### src/rtl/rf_ctrl_pkg.sv
// Shared types and constants for the rf_ctrl register-file command controller.
package rf_ctrl_pkg;

  localparam int unsigned REG_ADDR_W = 32'd5;
  localparam int unsigned DATA_W     = 32'd64;

  typedef enum logic [1:0] {
    OP_READ  = 2'b00,
    OP_STORE = 2'b01,
    OP_LOAD  = 2'b10,
    OP_NOP   = 2'b11
  } op_e;

  typedef enum logic [1:0] {
    ST_IDLE = 2'b00,
    ST_EXEC = 2'b01,
    ST_RESP = 2'b10
  } state_e;

  typedef struct packed {
    op_e                   op;
    logic [REG_ADDR_W-1:0] a;
    logic [REG_ADDR_W-1:0] b;
    logic [REG_ADDR_W-1:0] w;
    logic [DATA_W-1:0]     imm;
    logic                  owner;
  } cmd_t;

  typedef struct packed {
    logic                  enable;
    logic                  load_store;
    logic [REG_ADDR_W-1:0] a;
    logic [REG_ADDR_W-1:0] b;
    logic [REG_ADDR_W-1:0] w;
    logic [DATA_W-1:0]     din;
  } rf_drv_t;

  localparam rf_drv_t RF_IDLE = '{enable: 1'b0, load_store: 1'b0, a: 5'd0, b: 5'd0,
                                  w: 5'd0, din: 64'd0};

  localparam cmd_t CMD_NONE = '{op: OP_NOP, a: 5'd0, b: 5'd0, w: 5'd0, imm: 64'd0,
                                owner: 1'b0};

  // Translate a latched command into the rf port values held during EXEC.
  function automatic rf_drv_t rf_drive(input cmd_t c);
    rf_drv_t d;
    d = RF_IDLE;
    case (c.op)
      OP_READ: begin
        d.a = c.a;
        d.b = c.b;
      end
      OP_STORE: begin
        d.enable = 1'b1;
        d.a      = c.a;
        d.b      = c.b;
        d.din    = c.imm;
      end
      OP_LOAD: begin
        d.enable     = 1'b1;
        d.load_store = 1'b1;
        d.w          = c.w;
        d.b          = c.b;
        d.din        = c.imm;
      end
      default: d = RF_IDLE;
    endcase
    return d;
  endfunction

endpackage

### src/rtl/rf_ctrl_if.sv
// Requester-side command/response bundle for rf_ctrl (two requesters, packed per requester).
interface rf_ctrl_if;
  import rf_ctrl_pkg::*;

  logic [1:0]   req_valid;
  logic [1:0]   req_ready;
  logic [3:0]   req_op;
  logic [9:0]   req_a;
  logic [9:0]   req_b;
  logic [9:0]   req_w;
  logic [127:0] req_imm;
  logic [1:0]   rsp_valid;
  logic [63:0]  rsp_douta;
  logic [63:0]  rsp_doutb;

  modport master (
    output req_valid, req_op, req_a, req_b, req_w, req_imm,
    input  req_ready, rsp_valid, rsp_douta, rsp_doutb
  );

  modport slave (
    input  req_valid, req_op, req_a, req_b, req_w, req_imm,
    output req_ready, rsp_valid, rsp_douta, rsp_doutb
  );

endinterface

### src/rtl/rf_ctrl_arb.sv
// Two-way round-robin arbiter; the last-grant register moves only on an accepted handshake.
module rr_arbiter2 (
  input  logic       clk,
  input  logic       reset,
  input  logic [1:0] req,
  input  logic       accept,
  output logic [1:0] grant
);

  // last_r = 1 means requester 1 won last, so requester 0 is preferred next.
  logic last_r;

  // Pick the requester that was not granted last when both are valid.
  always_comb begin
    grant = 2'b00;
    case (req)
      2'b01:   grant = 2'b01;
      2'b10:   grant = 2'b10;
      2'b11:   grant = last_r ? 2'b01 : 2'b10;
      default: grant = 2'b00;
    endcase
  end

  // Remember the winner of each accepted handshake.
  always_ff @(posedge clk or posedge reset) begin
    if (reset) begin
      last_r <= 1'b1;
    end else if (accept) begin
      last_r <= grant[1];
    end else begin
      last_r <= last_r;
    end
  end

endmodule

### src/rtl/rf_ctrl.sv
// rf_ctrl: arbitrates two requesters and sequences each command onto the register-file ports.
// Optional per-requester completion counters are enabled with RF_CTRL_PERF_EN.
module rf_ctrl
  import rf_ctrl_pkg::*;
#(
  parameter int unsigned OP_CYCLES = 32'd1
) (
  input  logic                  clk,
  input  logic                  reset,
  rf_ctrl_if.slave              bus,
  output logic                  rf_enable,
  output logic                  rf_load_store,
  output logic [REG_ADDR_W-1:0] rf_a,
  output logic [REG_ADDR_W-1:0] rf_b,
  output logic [REG_ADDR_W-1:0] rf_w,
  output logic [DATA_W-1:0]     rf_din,
  input  logic [DATA_W-1:0]     rf_douta,
  input  logic [DATA_W-1:0]     rf_doutb,
  output logic                  busy
`ifdef RF_CTRL_PERF_EN
  ,
  output logic [31:0]           perf_ops0,
  output logic [31:0]           perf_ops1
`endif
);

  localparam logic [3:0] LAST_CNT = 4'(OP_CYCLES - 32'd1);

  state_e            state_r, state_nxt_s;
  logic [3:0]        cnt_r, cnt_nxt_s;
  cmd_t              cmd_r, cmd_nxt_s, new_cmd_s;
  rf_drv_t           drv_r, drv_nxt_s;
  logic [1:0]        rsp_valid_r, rsp_valid_nxt_s;
  logic [DATA_W-1:0] douta_r, douta_nxt_s;
  logic [DATA_W-1:0] doutb_r, doutb_nxt_s;
  logic [1:0]        grant_s;
  logic              idle_s;
  logic              hs_s;

  // Grants are only offered while idle and out of reset.
  assign idle_s        = (state_r == ST_IDLE) && !reset;
  assign bus.req_ready = idle_s ? grant_s : 2'b00;
  assign hs_s          = idle_s && (grant_s != 2'b00);

  rr_arbiter2 u_arb (
    .clk    (clk),
    .reset  (reset),
    .req    (bus.req_valid),
    .accept (hs_s),
    .grant  (grant_s)
  );

  // Select the winning requester's command fields.
  always_comb begin
    new_cmd_s = CMD_NONE;
    if (grant_s[1]) begin
      new_cmd_s.op    = op_e'(bus.req_op[3:2]);
      new_cmd_s.a     = bus.req_a[9:5];
      new_cmd_s.b     = bus.req_b[9:5];
      new_cmd_s.w     = bus.req_w[9:5];
      new_cmd_s.imm   = bus.req_imm[127:64];
      new_cmd_s.owner = 1'b1;
    end else begin
      new_cmd_s.op    = op_e'(bus.req_op[1:0]);
      new_cmd_s.a     = bus.req_a[4:0];
      new_cmd_s.b     = bus.req_b[4:0];
      new_cmd_s.w     = bus.req_w[4:0];
      new_cmd_s.imm   = bus.req_imm[63:0];
      new_cmd_s.owner = 1'b0;
    end
  end

  // Next-state and next-output logic; rf ports and response are registered from these.
  always_comb begin
    state_nxt_s     = state_r;
    cnt_nxt_s       = cnt_r;
    cmd_nxt_s       = cmd_r;
    drv_nxt_s       = RF_IDLE;
    rsp_valid_nxt_s = 2'b00;
    douta_nxt_s     = 64'd0;
    doutb_nxt_s     = 64'd0;
    case (state_r)
      ST_IDLE: begin
        if (hs_s) begin
          cmd_nxt_s   = new_cmd_s;
          cnt_nxt_s   = 4'd0;
          drv_nxt_s   = rf_drive(new_cmd_s);
          state_nxt_s = ST_EXEC;
        end else begin
          state_nxt_s = ST_IDLE;
        end
      end
      ST_EXEC: begin
        if (cnt_r == LAST_CNT) begin
          state_nxt_s     = ST_RESP;
          rsp_valid_nxt_s = cmd_r.owner ? 2'b10 : 2'b01;
          // Read data is sampled while rf_a/rf_b are still presented.
          if (cmd_r.op == OP_READ) begin
            douta_nxt_s = rf_douta;
            doutb_nxt_s = rf_doutb;
          end else begin
            douta_nxt_s = 64'd0;
            doutb_nxt_s = 64'd0;
          end
        end else begin
          cnt_nxt_s = cnt_r + 4'd1;
          drv_nxt_s = rf_drive(cmd_r);
        end
      end
      ST_RESP: begin
        state_nxt_s = ST_IDLE;
      end
      default: begin
        state_nxt_s = ST_IDLE;
      end
    endcase
  end

  // State, command and registered output updates.
  always_ff @(posedge clk or posedge reset) begin
    if (reset) begin
      state_r     <= ST_IDLE;
      cnt_r       <= 4'd0;
      cmd_r       <= CMD_NONE;
      drv_r       <= RF_IDLE;
      rsp_valid_r <= 2'b00;
      douta_r     <= 64'd0;
      doutb_r     <= 64'd0;
    end else begin
      state_r     <= state_nxt_s;
      cnt_r       <= cnt_nxt_s;
      cmd_r       <= cmd_nxt_s;
      drv_r       <= drv_nxt_s;
      rsp_valid_r <= rsp_valid_nxt_s;
      douta_r     <= douta_nxt_s;
      doutb_r     <= doutb_nxt_s;
    end
  end

  assign rf_enable     = drv_r.enable;
  assign rf_load_store = drv_r.load_store;
  assign rf_a          = drv_r.a;
  assign rf_b          = drv_r.b;
  assign rf_w          = drv_r.w;
  assign rf_din        = drv_r.din;
  assign bus.rsp_valid = rsp_valid_r;
  assign bus.rsp_douta = douta_r;
  assign bus.rsp_doutb = doutb_r;
  assign busy          = (state_r != ST_IDLE);

`ifdef RF_CTRL_PERF_EN
  // Saturating completion counters, one per requester.
  always_ff @(posedge clk or posedge reset) begin
    if (reset) begin
      perf_ops0 <= 32'd0;
      perf_ops1 <= 32'd0;
    end else begin
      if (rsp_valid_r[0] && (perf_ops0 != 32'hFFFF_FFFF)) begin
        perf_ops0 <= perf_ops0 + 32'd1;
      end else begin
        perf_ops0 <= perf_ops0;
      end
      if (rsp_valid_r[1] && (perf_ops1 != 32'hFFFF_FFFF)) begin
        perf_ops1 <= perf_ops1 + 32'd1;
      end else begin
        perf_ops1 <= perf_ops1;
      end
    end
  end
`endif

endmodule
### src/flat_wrapper.sv
// flat-port wrapper written by rule: the top's interface ports become plain ports
module rf_ctrl_flat import rf_ctrl_pkg::*;
#(
  parameter int unsigned OP_CYCLES = 32'd1
)
  (clk, reset, rf_enable, rf_load_store, rf_a, rf_b, rf_w, rf_din, rf_douta, rf_doutb, busy, bus_req_valid, bus_req_op, bus_req_a, bus_req_b, bus_req_w, bus_req_imm, bus_req_ready, bus_rsp_valid, bus_rsp_douta, bus_rsp_doutb);
  rf_ctrl_if bus_i ();
  input  logic clk;
  input  logic reset;
  output logic rf_enable;
  output logic rf_load_store;
  output logic [REG_ADDR_W-1:0] rf_a;
  output logic [REG_ADDR_W-1:0] rf_b;
  output logic [REG_ADDR_W-1:0] rf_w;
  output logic [DATA_W-1:0] rf_din;
  input  logic [DATA_W-1:0] rf_douta;
  input  logic [DATA_W-1:0] rf_doutb;
  output logic busy;
  input wire logic [$bits(bus_i.req_valid)-1:0] bus_req_valid;
  input wire logic [$bits(bus_i.req_op)-1:0] bus_req_op;
  input wire logic [$bits(bus_i.req_a)-1:0] bus_req_a;
  input wire logic [$bits(bus_i.req_b)-1:0] bus_req_b;
  input wire logic [$bits(bus_i.req_w)-1:0] bus_req_w;
  input wire logic [$bits(bus_i.req_imm)-1:0] bus_req_imm;
  output wire logic [$bits(bus_i.req_ready)-1:0] bus_req_ready;
  output wire logic [$bits(bus_i.rsp_valid)-1:0] bus_rsp_valid;
  output wire logic [$bits(bus_i.rsp_douta)-1:0] bus_rsp_douta;
  output wire logic [$bits(bus_i.rsp_doutb)-1:0] bus_rsp_doutb;
  assign bus_i.req_valid = bus_req_valid;
  assign bus_i.req_op = bus_req_op;
  assign bus_i.req_a = bus_req_a;
  assign bus_i.req_b = bus_req_b;
  assign bus_i.req_w = bus_req_w;
  assign bus_i.req_imm = bus_req_imm;
  assign bus_req_ready = bus_i.req_ready;
  assign bus_rsp_valid = bus_i.rsp_valid;
  assign bus_rsp_douta = bus_i.rsp_douta;
  assign bus_rsp_doutb = bus_i.rsp_doutb;
  rf_ctrl #(.OP_CYCLES(OP_CYCLES)) u_core (.clk(clk), .reset(reset), .bus(bus_i), .rf_enable(rf_enable), .rf_load_store(rf_load_store), .rf_a(rf_a), .rf_b(rf_b), .rf_w(rf_w), .rf_din(rf_din), .rf_douta(rf_douta), .rf_doutb(rf_doutb), .busy(busy));
endmodule
### config.mk
export PLATFORM = sky130hd
export DESIGN_NAME = rf_ctrl_flat
export DESIGN_NICKNAME = d
export VERILOG_FILES = /design/src/rtl/rf_ctrl_pkg.sv /design/src/rtl/rf_ctrl_if.sv /design/src/rtl/rf_ctrl_arb.sv /design/src/rtl/rf_ctrl.sv /design/src/flat_wrapper.sv
export SDC_FILE = /design/constraint.sdc
export NUM_CORES = 1
export LEC_CHECK = 0
export CAP_MARGIN = 10
export CORE_ASPECT_RATIO = 0.5
export CORE_MARGIN = 5
export CORE_UTILIZATION = 42
export CTS_CLUSTER_DIAMETER = 40
export DETAILED_ROUTE_END_ITERATION = 12
export HOLD_SLACK_MARGIN = 0.1
export PLACE_DENSITY_LB_ADDON = 0.2
export SYNTH_ARGS = -nofsm -noshare
export SYNTH_HDL_FRONTEND = slang
export SYNTH_SLANG_ARGS = --single-unit
### constraint.sdc
create_clock -name clk -period 11 [get_ports clk]
set_input_delay 1.1 -clock clk [delete_from_list [all_inputs] [get_ports clk]]
set_output_delay 1.1 -clock clk [all_outputs]
set_load 0.01 [all_outputs]
==> results of run 1 <==
-- final cells by class --
type	count	area (um^2)	share of cell area, %
Tap cell	352	440	2.47
Sequential cell	300	7510	42.2
Antenna cell	2	5.00	0.0281
Clock inverter	18	185	1.04
Inverter	8	37.5	0.211
Timing Repair Buffer	518	5160	29.0
Multi-Input combinational cell	504	3630	20.4
Clock buffer	38	842	4.73
-- metal layers --
layer,track usage (%),up-vias
met2,41.5,251
met4,6.00,0
li1,-,4048
met5,0,-
met3,5.25,58
met1,27.4,4457
-- metrics by stage --
step / total power, mW / setup WS [ps]
after global placement: 2.43 / 6550
after floorplan: 1.96 / 1620
after CTS: 3.53 / 6650
after detailed placement: 2.47 / 6370
after global routing: 3.68 / 6610
final: 3.50 / 6620
-- state kept, by name, indices dropped and copies added (netlist names) --
register and count:
u_core.cnt_r 4, u_core.bus.rsp_doutb 64, u_core.rf_enable 1, u_core.rf_w 5, u_core.cmd_r 82, u_core.bus.rsp_douta 64
u_core.rf_din 64, u_core.state_r 2, u_core.u_arb.last_r 1, u_core.rf_b 5, u_core.bus.rsp_valid 2, u_core.rf_a 5
u_core.rf_load_store 1
-- final timing paths --
check                           slack [ps]                end           startpoint
worst min register to register         470  u_core.rf_din[10]     u_core.cmd_r[11]
worst min-delay path                   470  u_core.rf_din[10]     u_core.cmd_r[11]
max in group asynchronous             8170   u_core.cmd_r[48]                reset
worst max-delay path                  6620   bus_req_ready[0]                reset
min in group asynchronous             1210     u_core.rf_b[4]                reset
worst max register to register        7710  u_core.rf_din[19]  u_core.u_arb.last_r
-- critical path: stages --
cell	delay [ps]
clkdlybuf4s50_1	530
or3_4	690
nor3b_1	310
clkdlybuf4s50_1	570
-- logic make-up (layout without fill, tap and decap cells) --
kind of cell	count (synthesis)	in the layout	synth area share, %
flops	300	300	65.6
compound gates	247	247	13.7
simple gates	164	164	9.36
mux	85	85	7.48
buf+inv	73	582	2.93
fa+ha+maj	8	8	0.875
other cells	0	2	0
-- power by group through the flow --
stage | Clock [mW] | Combinational [mW] | Sequential [mW]
global placement | 0 | 0.938 | 1.49
CTS | 1.07 | 0.973 | 1.49
floorplan | 0 | 0.419 | 1.54
detailed placement | 0 | 0.968 | 1.51
global route | 1.11 | 1.05 | 1.52
finish | 1.05 | 0.962 | 1.49
-- cell usage in the layout, fill, tap and decap left out, types with 2 or more instances in the layout --
cell type / count
and4b_1: 5
bufinv_16: 2
and2_1: 130
o2bb2ai_1: 74
nor3b_4: 2
inv_8: 2
nor3_1: 3
or2_2: 2
nand3_1: 2
mux2i_1: 81
clkbuf_1: 3
a21o_1: 3
inv_1: 7
nand2_1: 3
clkdlybuf4s50_1: 507
dfstp_2: 3
a221o_1: 5
o21ai_0: 153
clkbuf_8: 4
or3_4: 2
o21ai_1: 6
diode_2: 2
clkinvlp_4: 2
nor3b_1: 2
clkinv_2: 8
clkbuf_16: 31
mux2_2: 4
buf_4: 10
nor2b_1: 3
ha_1: 8
clkinv_8: 2
clkinv_4: 2
dfrtp_1: 297
==> metrics, run 1 <==
grt total ovfl=0; Synth cell types=39; async set or reset register ratio after synthesis=100%; Initial Utilization=42.9%; Clock power frac=29.9%; CP Data Arrival Time=3280 ps; Total Neg Setup Slack=0 ps; number of fill cells=1972; first-pass GRT wire length=55.4 mm; core area=0.0266 mm^2; Metal-1 WL=14.0 mm; sequential share of the synthesized area=65.6%; CTS root buf=clkbuf_16; Final Instance Count excl. Fillers=1740; biggest area consumer among synthesized cells=dfrtp_1; fin util=66.9%; initial detailed-routing violation count=610; area delta synth->final=55.7%; worst slew pin tran=1010 ps; P per Cell Area=196 mW/mm^2; Critical Setup Path Class=input pin to output port; Hold Buf Count CTS=0; DP Area=0.0168 mm^2; worst skew pair latency=560 ps; Max Cap Viol=0; 1st-pass router iterations=4; worst hold slack=468 ps; port bufs=507; postcts setup bufs=0; vias per cell=5.07; routed via count=8814; Syn Inst Count=877; skew final=21.8 ps; die area=0.0308 mm^2; Worst Path Max Fanout=85; Seq pwr share=42.5%; Post-route DRC=0; final instance area=0.0178 mm^2; CTS tree=yes; Die Ht=127 um; largest net degree at the start of global routing=147; Worst slew margin=32.4%; hold crit path type=flip-flop to flip-flop; vias in the first global route=9467; Placed Cells=1681; Synth Register Bits=300; sw frac=30.1%; Global Route Usage Sum=22.7%; post-cts repair resize count=0; worst hold stages=1; layout cells sized above 1=6.20%; Final Setup Violations=0; fmax=228 MHz; CTS Sinks=300; RSZ-0062 raised after global routing=no; Tmin final=4380 ps; Static Leak=7.82 nW; Synth top area share=65.0%; DP Wirelength=26.3 mm; std cell rows=42; antenna-violating nets left=0; Final Cycle Share=39.8%; syn_nets=1179; number of synthesized flops with an enable pin=0; Die X=243 um; Max Root-Sink Buffers=3; main flop type after synthesis=dfrtp_1; cts bufs inserted=30; required time of the critical path=9900 ps; IO Count=508; final net count=1664; Critical Path End Type=output port; Int Pwr=2.45 mW; number of warning messages in the yosys log=0; Gate power share=27.5%; Max Used Layer=met4; clock-pin slew on the worst setup and hold paths=60 ps; Hold Vio Cnt, Final=0; GPL Wtd Cong=0.779; top post-synthesis cells by count=dfrtp_1, o21ai_0, and2_1; VDD IR max=0.000103 V; routed length per instance=20.9 um; metal3 WL=2.03 mm; Worst setup SP type=input pin; Routed met2 length=19.5 mm; Total Routed Length=36.4 mm; CTS HTree Levels=1; most frequent cell after synthesis=dfrtp_1; Netlist Area Pre-Place=0.0114 mm^2; synthesized area per cell=13.0 um^2; Synth area leaders=dfrtp_1, and2_1, mux2i_1; R2R depth=9; status=completed; fin. max-slew vios=0; Net Sw Power=1.05 mW; initial antenna violation count=1
Note: power is estimated with default switching activity, not from simulation.
==> inputs of run 2 (changes only) <==
- CORE_UTILIZATION: 42 -> 38
- clock period: 11 -> 3.6 ns (I/O delays scaled with it)
==> metrics, run 2 (synthesis gave the netlist of run 1 again) <==
vias per cell=4.93 (was 5.07); IO Count=508 (unchanged); worst hold slack=401 ps (was 468 ps); VDD IR max=0.000363 V (was 0.000103 V); fin. max-slew vios=0 (unchanged); Hold Vio Cnt, Final=0 (unchanged); Final Cycle Share=78.2%; Max Root-Sink Buffers=3 (unchanged); core area=0.0293 mm^2 (was 0.0266 mm^2); Seq pwr share=41.0% (was 42.5%); first-pass GRT wire length=57.4 mm (was 55.4 mm); r2r endpoint=u_core.bus.rsp_douta[29] (was u_core.rf_din[19]); CTS root buf=clkbuf_16 (unchanged); sw frac=29.2% (was 30.1%); most flop-heavy register=u_core.cmd_r (unchanged); total power=11.1 mW (was 3.50 mW); GPL Wtd Cong=0.812 (was 0.779); Die X=255 um (was 243 um); reg2reg start=u_core.cnt_r[0] (was u_core.u_arb.last_r); Static Leak=7.95 nW (was 7.82 nW); worst slew pin tran=844 ps (was 1010 ps); Int Pwr=7.85 mW (was 2.45 mW); Critical Setup Path Class=input pin to output port (unchanged); final worst-path setup slack=784 ps (was 6620 ps); RSZ-0062 raised after global routing=no (unchanged); routed via count=8828 (was 8814); routed length per instance=20.8 um (was 20.9 um); hold crit path type=input pin to flip-flop (was flip-flop to flip-flop); max reg flops=82 (unchanged); worst-path cell chain=clkdlybuf4s50_1 -> a21boi_4 -> buf_12 -> and2_1 -> clkdlybuf4s50_1 (was clkdlybuf4s50_1 -> or3_4 -> nor3b_1 -> clkdlybuf4s50_1); Total Routed Length=37.3 mm (was 36.4 mm); Die Ht=133 um (was 127 um); Clock power frac=32.3% (was 29.9%); fin util=61.8% (was 66.9%); r2r setup slk=1150 ps (was 7710 ps); clock-pin slew on the worst setup and hold paths=70 ps (was 60 ps); vias in the first global route=9779 (was 9467); Critical Path Source=bus_req_valid[1] (was reset); CP Data Arrival Time=2460 ps (was 3280 ps); final net count=1676 (was 1664); CTS Sinks=300 (unchanged); Initial Utilization=39.0% (was 42.9%); 1st-pass router iterations=5 (was 4); ANT cells=0 (was 2); fmax=355 MHz; Setup crit end=bus_req_ready[1] (was bus_req_ready[0]); P per Cell Area=612 mW/mm^2 (was 196 mW/mm^2); post-cts repair resize count=0 (unchanged); Worst slew margin=43.6% (was 32.4%); largest net degree at the start of global routing=95 (was 147); Placement Setup Slack=777 ps (was 6370 ps); std cell rows=44 (was 42); Net Sw Power=3.24 mW (was 1.05 mW); CTS tree=yes (unchanged); postcts setup bufs=0 (unchanged); most used cell along the critical path=clkdlybuf4s50_1 (unchanged); critical path depth in cells=5 (was 4); Max Cap Viol=0 (unchanged); skew final=15.8 ps (was 21.8 ps); status=completed (unchanged); Tmin final=2820 ps; initial detailed-routing violation count=452 (was 610); layout cells sized above 1=6.93% (was 6.20%); Critical Path End Type=output port (unchanged); commonest cells after routing, fill and taps aside=clkdlybuf4s50_1, dfrtp_1, o21ai_0 (unchanged); Worst setup SP type=input pin (unchanged); CTS HTree Levels=2 (was 1); port bufs=507 (unchanged); required time of the critical path=3240 ps (was 9900 ps); R2R depth=6 (was 9); Gate power share=26.8% (was 27.5%); CP Buf/Inv Count=3 (was 2); initial antenna violation count=2 (was 1); cts bufs inserted=34 (was 30); antenna-violating nets left=0 (unchanged); die area=0.0339 mm^2 (was 0.0308 mm^2); Global Route Usage Sum=21.4% (was 22.7%); Hold Buf Count CTS=0 (unchanged); Crit path max-delay family=buffers and inverters (unchanged); Post-route DRC=0 (unchanged); grt total ovfl=0 (unchanged); slowest cell delay on critical path=560 ps (was 690 ps); worst skew pair latency=510 ps (was 560 ps); DP Wirelength=27.5 mm (was 26.3 mm); area delta synth->final=58.5% (was 55.7%); CP max stage cell=clkdlybuf4s50_1 (was or3_4); Worst Path Max Fanout=75 (was 85); most common cell after layout, fill and taps aside=clkdlybuf4s50_1 (unchanged); Final Setup Violations=0 (unchanged)
[run 2: changes by cell type in the layout (fill, tap and decap cells not counted), moves of 2 or more]
| cell | delta |
|---|---|
| clkinv_2 | -4 |
| clkinv_8 | -2 |
| diode_2 | -2 |
| clkbuf_1 | +2 |
| clkinv_4 | +4 |
| clkbuf_16 | +6 |
| buf_4 | +3 |
| buf_12 | +6 |
[run 2: power by group through the flow]
stage	clock network, mW	logic (mW)	registers (mW)
detailed placement	0	3.00	4.60
global placement	0	2.93	4.57
finish	3.58	2.97	4.55
global route	3.83	3.25	4.64
CTS	3.67	3.02	4.55
floorplan	0	1.28	4.70
[run 2: metrics by stage]
stage                     TNS [ps]  instance area, um^2  cells
after CTS                        0                18100   1790
after global placement           0                17000   1729
after floorplan            -221150                11400    877
final                            0                18100   1790
after detailed placement         0                17000   1729
after global routing             0                18100   1790
[run 2: how the worst min path moves through the flow]
stage | slack [ps] | cells after the start | endpoint | start
floorplan | 420 | 1 | u_core.bus.rsp_valid[0] | u_core.cmd_r[0]
global placement | 450 | 1 | u_core.rf_din[17] | u_core.cmd_r[18]
detailed placement | 460 | 1 | u_core.rf_din[14] | u_core.cmd_r[15]
CTS | 380 | 2 | u_core.bus.rsp_douta[16] | rf_douta[16]
global route | 380 | 2 | u_core.bus.rsp_douta[16] | rf_douta[16]
finish | 400 | 2 | u_core.bus.rsp_douta[49] | rf_douta[49]
[run 2: layout make-up]
class	instances	area (um^2)
tap	391	489
sequential	300	7510
timing repair buffer	526	5290
multi-input combinational	504	3640
clock buffer	45	986
clock inverter	16	190
fill	2275	11200
inverter	8	33.8
[run 2: routing by layer]
| layer | track usage, % | part of all wire, % | up-vias |
|---|---|---|---|
| met4 | 6.86 | 3.0 | 4 |
| li1 | - | - | 4068 |
| met3 | 5.50 | 5.6 | 65 |
| met1 | 25.3 | 38 | 4436 |
| met2 | 38.5 | 53 | 255 |
| met5 | 0 | 0.089 | - |
